File: config.mk
export PLATFORM = sky130hd
export DESIGN_NAME = joypad_port_ctrl
export DESIGN_NICKNAME = d
export VERILOG_FILES = /design/src/rtl/joypad_pkg.sv /design/src/rtl/joypad_shift_chan.sv /design/src/rtl/joypad_port_ctrl.sv
export SDC_FILE = /design/constraint.sdc
export NUM_CORES = 1
export LEC_CHECK = 0
export CAP_MARGIN = 20
export CORE_MARGIN = 2
export CORE_UTILIZATION = 42
export DETAILED_ROUTE_END_ITERATION = 7
export PLACE_DENSITY_LB_ADDON = 0.15
export SLEW_MARGIN = 10
export SYNTH_ARGS = -nofsm -noshare
export SYNTH_HDL_FRONTEND = slang
export SYNTH_SLANG_ARGS = --single-unit
File: constraint.sdc
create_clock -name clk -period 1.7 [get_ports clk]
set_clock_uncertainty 0.1 [all_clocks]
set_input_delay 0.255 -clock clk [delete_from_list [all_inputs] [get_ports clk]]
set_output_delay 0.255 -clock clk [all_outputs]
set_load 0.01 [all_outputs]
File: src/rtl/joypad_pkg.sv
`default_nettype none
// ============================================================================
// Module      : joypad_pkg
// Description : Shared defaults and address-offset constants for the joypad
//               serial port controller and its per-port shift channel.
// Revision    : 1.0 - initial release
// ============================================================================
package joypad_pkg;

    // Default configuration of joypad_port_ctrl
    localparam int          c_def_num_ports = 2;
    localparam int          c_def_shift_len = 8;
    localparam logic [15:0] c_def_base_addr = 16'h4016;
    localparam logic [6:0]  c_def_open_bus  = 7'h20;
    localparam logic [15:0] c_def_turbo_div = 16'd2000;

    // Register offsets relative to the base address. The strobe latch shares
    // its address with port 0; port p reads at offset c_ofs_port0 + p.
    localparam logic [15:0] c_ofs_strobe = 16'd0;
    localparam logic [15:0] c_ofs_port0  = 16'd0;
    localparam logic [15:0] c_ofs_port1  = 16'd1;

endpackage : joypad_pkg
`default_nettype wire

File: src/rtl/joypad_shift_chan.sv
`default_nettype none
// ============================================================================
// Module      : joypad_shift_chan
// Description : One controller port: parallel-load shift register with a
//               saturating bit counter. Once all SHIFT_LEN bits have been
//               shifted out the output reads as 1.
// Ports       : clk, rst (async, active-high)
//               load_i      - reload from load_data_i and clear the count
//               load_data_i - button snapshot (bit 0 shifted out first)
//               shift_i     - advance one bit (ignored while load_i is high)
//               bit_o       - bit currently presented to the CPU
// Revision    : 1.0 - initial release
// ============================================================================
module joypad_shift_chan
    import joypad_pkg::*;
#(
    parameter int SHIFT_LEN = c_def_shift_len
) (
    input  logic                 clk,
    input  logic                 rst,
    input  logic                 load_i,
    input  logic [SHIFT_LEN-1:0] load_data_i,
    input  logic                 shift_i,
    output logic                 bit_o
);

    localparam int             CW         = $clog2(SHIFT_LEN + 1);
    localparam logic [CW-1:0]  c_cnt_full = CW'(SHIFT_LEN);

    logic [SHIFT_LEN-1:0] sr_q, sr_d;
    logic [CW-1:0]        cnt_q, cnt_d;

    always_comb begin
        sr_d  = sr_q;
        cnt_d = cnt_q;
        if (load_i) begin
            sr_d  = load_data_i;
            cnt_d = '0;
        end else if (shift_i && (cnt_q != c_cnt_full)) begin
            // Count saturates at SHIFT_LEN, so reads past the end never wrap
            sr_d  = {1'b1, sr_q[SHIFT_LEN-1:1]};
            cnt_d = cnt_q + 1'b1;
        end
    end

    always_ff @(posedge clk or posedge rst) begin
        if (rst) begin
            sr_q  <= '0;
            cnt_q <= c_cnt_full;   // exhausted: reads return 1 until a strobe
        end else begin
            sr_q  <= sr_d;
            cnt_q <= cnt_d;
        end
    end

    assign bit_o = (cnt_q == c_cnt_full) ? 1'b1 : sr_q[0];

endmodule : joypad_shift_chan
`default_nettype wire

File: src/rtl/joypad_port_ctrl.sv
`default_nettype none
// ============================================================================
// Module      : joypad_port_ctrl
// Description : CPU-mapped serial controller ports. A write to BASE_ADDR sets
//               the strobe latch; while strobe is high every channel reloads
//               from pad_buttons. Reads of BASE_ADDR+p shift port p and return
//               {OPEN_BUS, bit} one cycle later with cpu_rdata_valid.
// Ports       : clk, rst (async, active-high)
//               cpu_addr/cpu_wdata/cpu_write_en/cpu_read_en - CPU bus
//               cpu_rdata/cpu_rdata_valid - registered read response
//               pad_buttons - NUM_PORTS*SHIFT_LEN live buttons, bit 0 = A
//               pad_turbo   - per port {turbo-B, turbo-A} requests
//               strobe_out  - current strobe latch state
// Options     : JOYPAD_TURBO_EN - adds a free-running turbo divider; loads
//               substitute the turbo phase for A/B where requested. Without
//               it pad_turbo is accepted and ignored.
// Revision    : 1.0 - initial release
// ============================================================================
module joypad_port_ctrl
    import joypad_pkg::*;
#(
    parameter int          NUM_PORTS = c_def_num_ports,
    parameter int          SHIFT_LEN = c_def_shift_len,
    parameter logic [15:0] BASE_ADDR = c_def_base_addr,
    parameter logic [6:0]  OPEN_BUS  = c_def_open_bus,
    parameter logic [15:0] TURBO_DIV = c_def_turbo_div
) (
    input  logic                           clk,
    input  logic                           rst,
    input  logic [15:0]                    cpu_addr,
    input  logic [7:0]                     cpu_wdata,
    input  logic                           cpu_write_en,
    input  logic                           cpu_read_en,
    output logic [7:0]                     cpu_rdata,
    output logic                           cpu_rdata_valid,
    input  logic [NUM_PORTS*SHIFT_LEN-1:0] pad_buttons,
    input  logic [2*NUM_PORTS-1:0]         pad_turbo,
    output logic                           strobe_out
);

    logic                 strobe_q;
    logic [7:0]           rdata_q;
    logic                 valid_q;

    logic [15:0]          w_ofs;
    logic                 w_rd_hit;
    logic                 w_wr_strobe;
    logic                 w_bit;
    logic [NUM_PORTS-1:0] w_sel;
    logic [NUM_PORTS-1:0] w_live_a;
    logic [NUM_PORTS-1:0] w_chan_bit;
    logic                 w_phase;

    assign w_ofs       = cpu_addr - BASE_ADDR;
    assign w_rd_hit    = cpu_read_en && (w_ofs < 16'(NUM_PORTS));
    assign w_wr_strobe = cpu_write_en && (cpu_addr == BASE_ADDR + c_ofs_strobe);

`ifdef JOYPAD_TURBO_EN
    // Turbo phase flips every TURBO_DIV cycles, independent of CPU activity
    logic [15:0] div_q;
    logic        phase_q;

    always_ff @(posedge clk or posedge rst) begin
        if (rst) begin
            div_q   <= '0;
            phase_q <= 1'b0;
        end else if (div_q == TURBO_DIV - 16'd1) begin
            div_q   <= '0;
            phase_q <= ~phase_q;
        end else begin
            div_q   <= div_q + 16'd1;
        end
    end

    assign w_phase = phase_q;
`else
    assign w_phase = 1'b0;
`endif

    generate
        for (genvar p = 0; p < NUM_PORTS; p++) begin : g_port
            logic [SHIFT_LEN-1:0] w_load;

            always_comb begin
                w_load = pad_buttons[p*SHIFT_LEN +: SHIFT_LEN];
`ifdef JOYPAD_TURBO_EN
                if (pad_turbo[2*p])   w_load[0] = w_phase;
                if (pad_turbo[2*p+1]) w_load[1] = w_phase;
`endif
            end

            assign w_sel[p]    = (w_ofs == c_ofs_port0 + 16'(p));
            assign w_live_a[p] = w_load[0];

            joypad_shift_chan #(
                .SHIFT_LEN (SHIFT_LEN)
            ) u_chan (
                .clk         (clk),
                .rst         (rst),
                .load_i      (strobe_q),
                .load_data_i (w_load),
                .shift_i     (w_rd_hit && w_sel[p] && !strobe_q),
                .bit_o       (w_chan_bit[p])
            );
        end
    endgenerate

    // While strobe is high the channel is reloading every cycle, so the CPU
    // sees the A button being loaded rather than the (frozen) shift output.
    always_comb begin
        w_bit = 1'b1;
        for (int p = 0; p < NUM_PORTS; p++) begin
            if (w_sel[p]) w_bit = strobe_q ? w_live_a[p] : w_chan_bit[p];
        end
    end

    // Strobe is registered, so a read in the same cycle as a strobe write
    // still observes the pre-write strobe.
    always_ff @(posedge clk or posedge rst) begin
        if (rst) begin
            strobe_q <= 1'b0;
            rdata_q  <= 8'h00;
            valid_q  <= 1'b0;
        end else begin
            if (w_wr_strobe) strobe_q <= cpu_wdata[0];
            valid_q <= w_rd_hit;
            if (w_rd_hit) rdata_q <= {OPEN_BUS, w_bit};
        end
    end

    assign cpu_rdata       = rdata_q;
    assign cpu_rdata_valid = valid_q;
    assign strobe_out      = strobe_q;

    // Inputs that carry no function in every configuration
    logic w_unused_inputs;
    assign w_unused_inputs = &{1'b0, cpu_wdata[7:1], pad_turbo, w_phase};

endmodule : joypad_port_ctrl
`default_nettype wire

-- Yosys cells after proc, flatten, opt, wreduce, memory -nomap -nowiden
Index checks and enable logic that the tools add are counted.
W data, S select, Z words.
- flip-flop bits (word level): 28
- output and inout bits: 10
- word-level logic and storage cells: 43
- $add $sub $neg: 3
- $lt $le $gt $ge: 1
- equal/unequal tests: 6
- mux-type cells: 14
- reduce and logical (&&, ||, !) cells: 12
- operators by type and width (kind ; count):
    $mux W8 ; 4
    $eq A16 B1 Y1 const B ; 1
    $eq A16 B15 Y1 const B ; 1
    $logic_not A16 Y1 ; 1
    $lt A16 B2 Y1 const B ; 1
    $mux W4 ; 4
    $sub A16 B15 Y16 const B ; 1
    $add A4 B1 Y4 const B ; 2
    $eq A4 B4 Y1 const B ; 2
    $logic_and A1 B1 Y1 ; 8
    $ne A4 B4 Y1 const B ; 2
    $mux W1 ; 6
    $reduce_bool A2 Y1 ; 2
    $logic_not A1 Y1 ; 1

-- Longest topological paths before layout
Gate-level depths: netlist of the first run.
- depth in word-level cells: 8
- mapped depth: 9

-- Modules after synthesis
A second synthesis of the first run with hierarchy kept.
- cell total of the unflattened synthesis: 202
- area total of the unflattened synthesis: 1843.0 sq um
- by module, submodules not included (module ; times used ; cells an instance ; area each (sq um) ; sequential area each (sq um)):
    joypad_shift_chan ; 2 ; 70 ; 641.9 ; 301.5
    joypad_port_ctrl ; 1 ; 62 ; 559.3 ; 100.1

-- Worst setup path after synthesis of the first run
OpenSTA, ideal clock, no wires.
- path kind: input-to-reg
- start: input cpu_addr[1]
- end: register g_port[0].u_chan.cnt_q[3]
- setup time: 0.073 ns
- arrival: 1.923 ns
- data required time: 1.527 ns
- setup slack: -0.397 ns
- cell stages on the path: 7
- cell sequence: ha_1 > o21ai_1 > nand4_1 > xor2_1 > o211ai_4 > or4_1 > a21oi_1
- word-level cells in the longest chain between the ends: 7
- ends and longest elaborated chain (what ; line ; RTL):
    from (decl) ; joypad_port_ctrl.sv:30 ; input logic [15:0] cpu_addr,
    $sub A16 B15 Y16 (*) ; joypad_port_ctrl.sv:54 ; assign w_ofs = cpu_addr - BASE_ADDR;
    $lt A16 B2 Y1 ; joypad_port_ctrl.sv:55 ; assign w_rd_hit = cpu_read_en && (w_ofs < 16'(NUM_PORTS));
    $logic_and A1 B1 Y1 ; joypad_port_ctrl.sv:55 ;
    $logic_and A1 B1 Y1 (*) (2 in a row) ; joypad_port_ctrl.sv:102 ; .shift_i (w_rd_hit && w_sel[p] && !strobe_q),
    $logic_and A1 B1 Y1 (*) ; joypad_shift_chan.sv:39 ; end else if (shift_i && (cnt_q != c_cnt_full)) begin
    $reduce_bool A2 Y1 (no source line) (*) ; -- ;
    to (signal assigned) ; joypad_shift_chan.sv:49 ; cnt_q <= c_cnt_full;
    to (signal assigned) ; joypad_shift_chan.sv:52 ; cnt_q <= cnt_d;
    to (decl) ; joypad_shift_chan.sv:31 ; logic [CW-1:0] cnt_q, cnt_d;
Mark *: on every way between the ends. The rest lies on a longest branch, timed or not.
A chain may end at the register's enable or synchronous reset.

-- Worst setup path in the final report of the first run
- start: input cpu_addr[1]
- end: register rdata_q[6] (netlist: cpu_rdata[6])
- word-level cells in the longest chain between the ends: 3
- ends and longest elaborated chain (what ; line ; RTL):
    $sub A16 B15 Y16 ; joypad_port_ctrl.sv:54 ;
    $lt A16 B2 Y1 ; joypad_port_ctrl.sv:55 ;
    $logic_and A1 B1 Y1 ; joypad_port_ctrl.sv:55 ;
    named net w_rd_hit ; joypad_port_ctrl.sv:46 ; logic w_rd_hit;
    to (signal assigned) ; joypad_port_ctrl.sv:127 ; if (w_rd_hit) rdata_q <= {OPEN_BUS, w_bit};
    to (decl) ; joypad_port_ctrl.sv:42 ; logic [7:0] rdata_q;
The timed path passes the listed nets, and every way through them passes these cells.

==> results of run 1 <==
==> worst max-delay path: cells and delay by family <==
family / cells / cell delay, ps
simple gates: 2 / 260
fa+ha+maj: 1 / 180
compound gates: 4 / 880
buf+inv: 3 / 400
==> cells in the mapped netlist, types with 3 or more instances <==
master    number
nand2_1        8
nand4_1       18
buf_2          3
dfrtp_1       26
o21ai_0       22
nor2b_1        3
nand3_1        5
a31oi_1       15
buf_4          6
nor2_1        21
a21oi_1       11
ha_1           5
or4_1          4
o31ai_1        5
inv_1          7
clkbuf_1      10
==> metal layers <==
layer  track usage [%]  vias up  wire, um
li1                  -      944         -
met1              31.1      936      2420
met2              37.4       41      2670
met3              2.74        9       192
met4              6.62        0        83
met5                 0        -         0
==> cell type report <==
cell class	count	area (um2)
Clock buffer	3	41.3
Multi-Input combinational cell	161	1230
Inverter	8	30.0
Timing Repair Buffer	89	792
Fill cell	344	1400
Clock inverter	1	30.0
Sequential cell	28	703
Tap cell	52	65.1
==> flip-flops by register name, summed over array words and instances (netlist names) <==
signal,count
g_port.u_chan.sr_q,16
g_port.u_chan.cnt_q,8
cpu_rdata,2
cpu_rdata_valid,1
strobe_out,1
==> where the power goes <==
part | switching, mW | internal, mW
combinational | 0.144 | 0.165
clock | 0.224 | 0.316
sequential | 0.00825 | 0.681
total | 0.375 | 1.16
==> worst paths after layout <==
path | startpoint | end | slack (ps)
max in group asynchronous | rst | g_port[1].u_chan.cnt_q[3] | 950
setup reg to reg | g_port[1].u_chan.cnt_q[0] | g_port[1].u_chan.cnt_q[3] | -130
hold reg to reg | cpu_rdata[6] | cpu_rdata[6] | 400
setup / recovery | cpu_addr[1] | cpu_rdata[6] | -190
min in group clk | cpu_addr[8] | strobe_out | 350
hold / removal | rst | g_port[1].u_chan.sr_q[0] | 240
==> timing repair <==
item | in CTS | in global routing
setup buffers | 6 | 1
pin swaps | 23 | 11
hold buffers | 0 | 0
endpoints found under the setup margin | 29 | 26
hold endpoints to repair | 0 | 0
gates resized for setup | 79 | 31
==> metrics by stage <==
| step | setup WS, ps | hold slack [ps] | utilization [%] |
|---|---|---|---|
| 2_1_floorplan | -229 | 219 | - |
| 4_1_cts | -132 | 249 | 65.4 |
| 3_5_place_dp | -959 | 397 | 60.9 |
| 6_report | -191 | 237 | 67.4 |
| 3_3_place_gp | -875 | 369 | 60.9 |
| 5_1_grt | -294 | 304 | 67.4 |
==> kinds of logic (layout without fill, tap and decap cells) <==
logic type,after synthesis,in the layout
AND/OR/NAND/NOR,79,79
AO/OA/AOI/OAI,68,68
flip-flops,28,28
buffers and inverters,28,101
adder cells (fa/ha/maj),5,5
multiplexers,2,2
other,1,6
XOR/XNOR,1,1
==> impl_results.md, run 1 <==
- Status: complete, but fails checks
- Failing checks: setup timing
- First-pass GRT wire length: 8970 um
- Clock sink count: 28
- Area Overhead vs Synth: 57.3%
- DRT iter0 DRCs: 61
- Clock Latency Late Sink: 280 ps
- Placed instance area: 2620 um2
- Crit path required time: 1780 ps
- Clock buffer depth: 2
- Most frequent cells in the layout: buf_4 (41), dfrtp_1 (26), clkdlybuf4s50_1 (22)
- Synth Area in Adders: 3.40%
- Compound-Gate Fraction of Synth Area: 24.1%
- Worst Hold Class: in -> async
- Die Span Y: 70.2 um
- Tmin final: 1890 ps
- Initial antenna violation count: 0
- Fmax: 529 MHz
- Data arrival, critical path: 1970 ps
- Final GP Congestion: 0.904
- Post-DR vias/cell: 5.64
- IO buf count: 40
- Clock Tree Root: clkbuf_8
- Wirelength per Cell: 15.7 um
- Most common cell after layout, fill and taps aside: buf_4
- Final slew viol count: 0
- # nets final: 344
- Max FO, Critical Path: 8
- # H-tree levels: 1
- #FFs+latches synth: 28
- DIE WIDTH: 70.2 um
- Final wirelength: 5370 um
- Post-route setup TNS: -2120 ps
- Share of cells above drive strength 1: 35.9%
- Worst Setup Path Type: in -> reg
- Synth Area in XOR/XNOR: 0.476%
- # diodes: 0
- Cell taking the most area after synthesis: dfrtp_1
- Area contributors post-synth: dfrtp_1 (35%), nand4_1 (6.1%), o21ai_0 (6.0%), a31oi_1 (5.1%), nor2_1 (4.3%)
- Router iterations before antenna repair: 4
- Post-synth EDFFs: 0
- Number of global-route vias before repair: 1928
- Final period util: 111%
- Gr usage total: 22.6%
- Clock buffer count from CTS: 3
- Clock transition at the registers of the reported paths: 100 ps
- Mux contribution to synthesized area: 1.22%
- Slowest stage delay, CP: 290 ps
- CP Launch Type: primary input
- Top_reg_cell synth: dfrtp_1
- Vias: 1930
- Finished Cell Area: 2900 um2
- Seq/Total Area, Yosys: 38.2%
- RSZ-0062 raised after global routing: true
- IO Count: 58
- Post-Syn Instances: 212
- Max IR drop VDD: 0.332 mV
- Syn avg cell area: 8.68 um2
- Endpoint class of the critical path: register
- Final Setup Violations: 26
- Non-Filler Instances: 342
- Largest family of logic cells by synthesized area: simple AND/OR/NAND/NOR gates
- Gr ovfl total: 0
- Mapped cell area: 1840 um2
- # rows: 24
- CTS tree: done
- Power Density: 531 nW/um2
- Pleak: 1.19 nW
- Max cap viols: 0
- Crit path cell chain: buf_8 > ha_4 > o21a_1 > o21ai_0 > a22oi_2 > o211ai_4 > buf_6 > nor3_4 > buf_4 > or2_4
- Tot Pwr: 1.54 mW
- Core Area: 4290 um2
- Remaining antenna violation count: 0
- Placed Instances: 331
- Largest net degree at the start of global routing: 29
- Residual DRC: 0
- Final WS setup: -191 ps
- Initial Utilization: 42.9%
- R2R depth: 7
- Hpwl dp: 3680 um
- Hold Vio Cnt, Final: 0
- Synth top area share: 35.4%
- Critical path's slowest cell: o211ai_4
- Simple-gate share of the synthesized area: 25.2%
- Distinct cells, synth: 48
- Synthesis Warnings: 0
- Die area: 4930 um2
- Async set or reset register ratio after synthesis: 100%
(Power assumes the default switching activity.)
==> run 2, diff against run 1 <==
--- a/config.mk
+++ b/config.mk
@@ -9,6 +9,7 @@
 export CORE_MARGIN = 2
 export CORE_UTILIZATION = 42
 export DETAILED_ROUTE_END_ITERATION = 7
+export MAX_ROUTING_LAYER = met4
 export PLACE_DENSITY_LB_ADDON = 0.15
 export SLEW_MARGIN = 10
 export SYNTH_ARGS = -nofsm -noshare
==> run 2 against run 1 <==
Global-route usage rose by 0.64 points. Sequential share of layout area did not move. First-iteration DRC count rose by 9.8%. Worst setup slack improved by 26 ps. Via count rose by 0.93%. Utilization did not move. Die area did not move. Critical path type unchanged. Sequential power barely moved. Critical endpoint unchanged. Combinational power barely moved. The flow still finishes with violations (setup timing).
==> impl_results.md, run 2 (same netlist as run 1, synthesis figures left out) <==
- Fmax: 536 MHz (+1.4%)
- Most common cell after layout, fill and taps aside: buf_4
- Post-DR vias/cell: 5.70 (+0.93%)
- Max IR drop VDD: 0.330 mV (-0.57%)
- Crit. path cell count: 10 (unchanged)
- Die Span Y: 70.2 um (unchanged)
- Largest reg by FF count: g_port.u_chan.sr_q
- Crit path cell chain: buf_8 > ha_4 > o21a_1 > o21ai_0 > a22oi_2 > o211ai_4 > buf_6 > nor3_4 > buf_4 > or2_4
- Final WS setup: -165 ps (+25.8 ps)
- Post-route setup TNS: -1630 ps (+491 ps)
- Global routing's busiest layer: met2
- IO buf count: 40 (unchanged)
- # rows: 24 (unchanged)
- Failing checks: setup timing
- Crit path max-delay family: compound AO/OA/AOI/OAI gates
- RR Startpoint: g_port[1].u_chan.cnt_q[0]
- First-pass GRT wire length: 8970 um (unchanged)
- Final core utilization: 67.4% (unchanged)
- Worst Setup Path Type: in -> reg
- IO Count: 58 (unchanged)
- CP endpoint: cpu_rdata[6]
- R2R depth: 7 (unchanged)
- Remaining antenna violation count: 0 (unchanged)
- CTS tree: done
- Clock transition at the registers of the reported paths: 100 ps (about the same)
- Area Overhead vs Synth: 57.3% (unchanged)
- M2 GR Usage: 37.4% (unchanged)
- RSZ-0062 raised after global routing: true
- Power Density: 531 nW/um2 (about the same)
- Vias: 1948 (+0.93%)
- Final Setup Violations: 25 (-3.8%)
- Number of global-route vias before repair: 1927 (-0.052%)
- Clock buffer count from CTS: 3 (unchanged)
- CP startpoint: cpu_addr[1]
- Worst R2R End: g_port[1].u_chan.cnt_q[3]
- Max FO, Critical Path: 8 (unchanged)
- Max cap viols: 0 (unchanged)
- Grt met1 use: 31.3% (+0.18 points)
- Core Area: 4290 um2 (unchanged)
- # H-tree levels: 1 (unchanged)
- Flop-to-flop setup slack: -130 ps (about the same)
- DRT iter0 DRCs: 67 (+9.8%)
- Worst Hold Class: in -> async
- Clock Latency Late Sink: 280 ps (about the same)
- Die area: 4930 um2 (unchanged)
- Storage cell area: 703 um2 (unchanged)
- # diodes: 0 (unchanged)
- Slowest stage delay, CP: 290 ps (about the same)
- Gr ovfl total: 0 (unchanged)
- Largest net degree at the start of global routing: 29 (unchanged)
- Final slew viol count: 0 (unchanged)
- Tmin final: 1870 ps (-25.8 ps)
- Final wirelength: 5360 um (about the same)
- Share of cells above drive strength 1: 35.9% (unchanged)
- GRT met3 Usage: 2.45% (-0.29 points)
- Dpl ws: -959 ps (unchanged)
- Final GP Congestion: 0.919 (+1.7%)
- Router iterations before antenna repair: 5 (+1)
- Crit path required time: 1780 ps (about the same)
- Initial Utilization: 42.9% (unchanged)
- # nets final: 344 (unchanged)
- Max reg flops: 16 (unchanged)
- DIE WIDTH: 70.2 um (unchanged)
- Clock sink count: 28 (unchanged)
- Data arrival, critical path: 1940 ps (-30 ps)
- Status: complete, but fails checks
- Wirelength per Cell: 15.7 um (about the same)
- Residual DRC: 0 (unchanged)
- Multi-input gate area: 1230 um2 (unchanged)
- Clock Tree Root: clkbuf_8
- Gr usage total: 23.2% (+0.64 points)
- Critical path buffers and inverters: 3 (unchanged)
- Hold_buf cts: 0 (unchanged)
- Clock buffer depth: 2 (unchanged)
- Pleak: 1.19 nW (unchanged)
- Hpwl dp: 3680 um (unchanged)
- Endpoint class of the critical path: register
- Critical path's slowest cell: o211ai_4
- Most frequent cells in the layout: buf_4 (41), dfrtp_1 (26), clkdlybuf4s50_1 (22)
- CP Launch Type: primary input
- Hold Vio Cnt, Final: 0 (unchanged)
- Fillers: 344 (unchanged)
- Initial antenna violation count: 0 (unchanged)
- Final period util: 110% (-1.5 points)
-- run 2: cell counts in the layout (fill, tap and decap cells not counted) --
No cell type changed its count.
-- run 2: layout make-up --
class / instances / area share (%)
Clock inverter: 1 / 1.04
Clock buffer: 3 / 1.43
Sequential cell: 28 / 24.3
Tap cell: 52 / 2.25
Inverter: 8 / 1.04
Multi-Input combinational cell: 161 / 42.6
Timing Repair Buffer: 89 / 27.4
-- run 2: worst min-delay path, delay by kind of cell --
family	cells	cell delay, ps
buffers and inverters	3	780
-- run 2: routing by layer --
layer / routed length [um] / up-vias
li1: - / 945
met1: 2420 / 947
met2: 2650 / 47
met3: 206 / 9
met4: 83 / 0
met5: 0 / -
-- run 2: stage by stage --
stage	power, mW	std cells	instance area [um2]	hold WS (ps)
2_1_floorplan	0.812	217	1920	219
3_3_place_gp	0.969	331	2620	369
3_5_place_dp	0.975	331	2620	397
4_1_cts	1.53	341	2810	249
5_1_grt	1.60	342	2900	304
6_report	1.54	342	2900	234
-- run 2: worst min path at each step --
stage,endpoint,slack (ps),cells past startpoint
CTS,cpu_rdata[0],250,3
detailed placement,cpu_rdata[6],400,1
floorplan,cpu_rdata[0],220,1
global placement,cpu_rdata[6],370,1
global route,g_port[0].u_chan.sr_q[0],300,3
finish,g_port[1].u_chan.sr_q[1],230,3
-- run 2: repair_timing --
| action | in CTS | in global routing |
|---|---|---|
| pin swaps | 23 | 11 |
| gates resized for setup | 79 | 31 |
| setup endpoints to repair | 29 | 26 |
| buffers inserted | 6 | 1 |
-- run 2: report_power, final --
group	internal (mW)	total, mW	switching [mW]	leakage (nW)
registers	0.681	0.689	0.00808	0.356
logic	0.165	0.309	0.144	0.795
clock network	0.316	0.540	0.224	0.0357
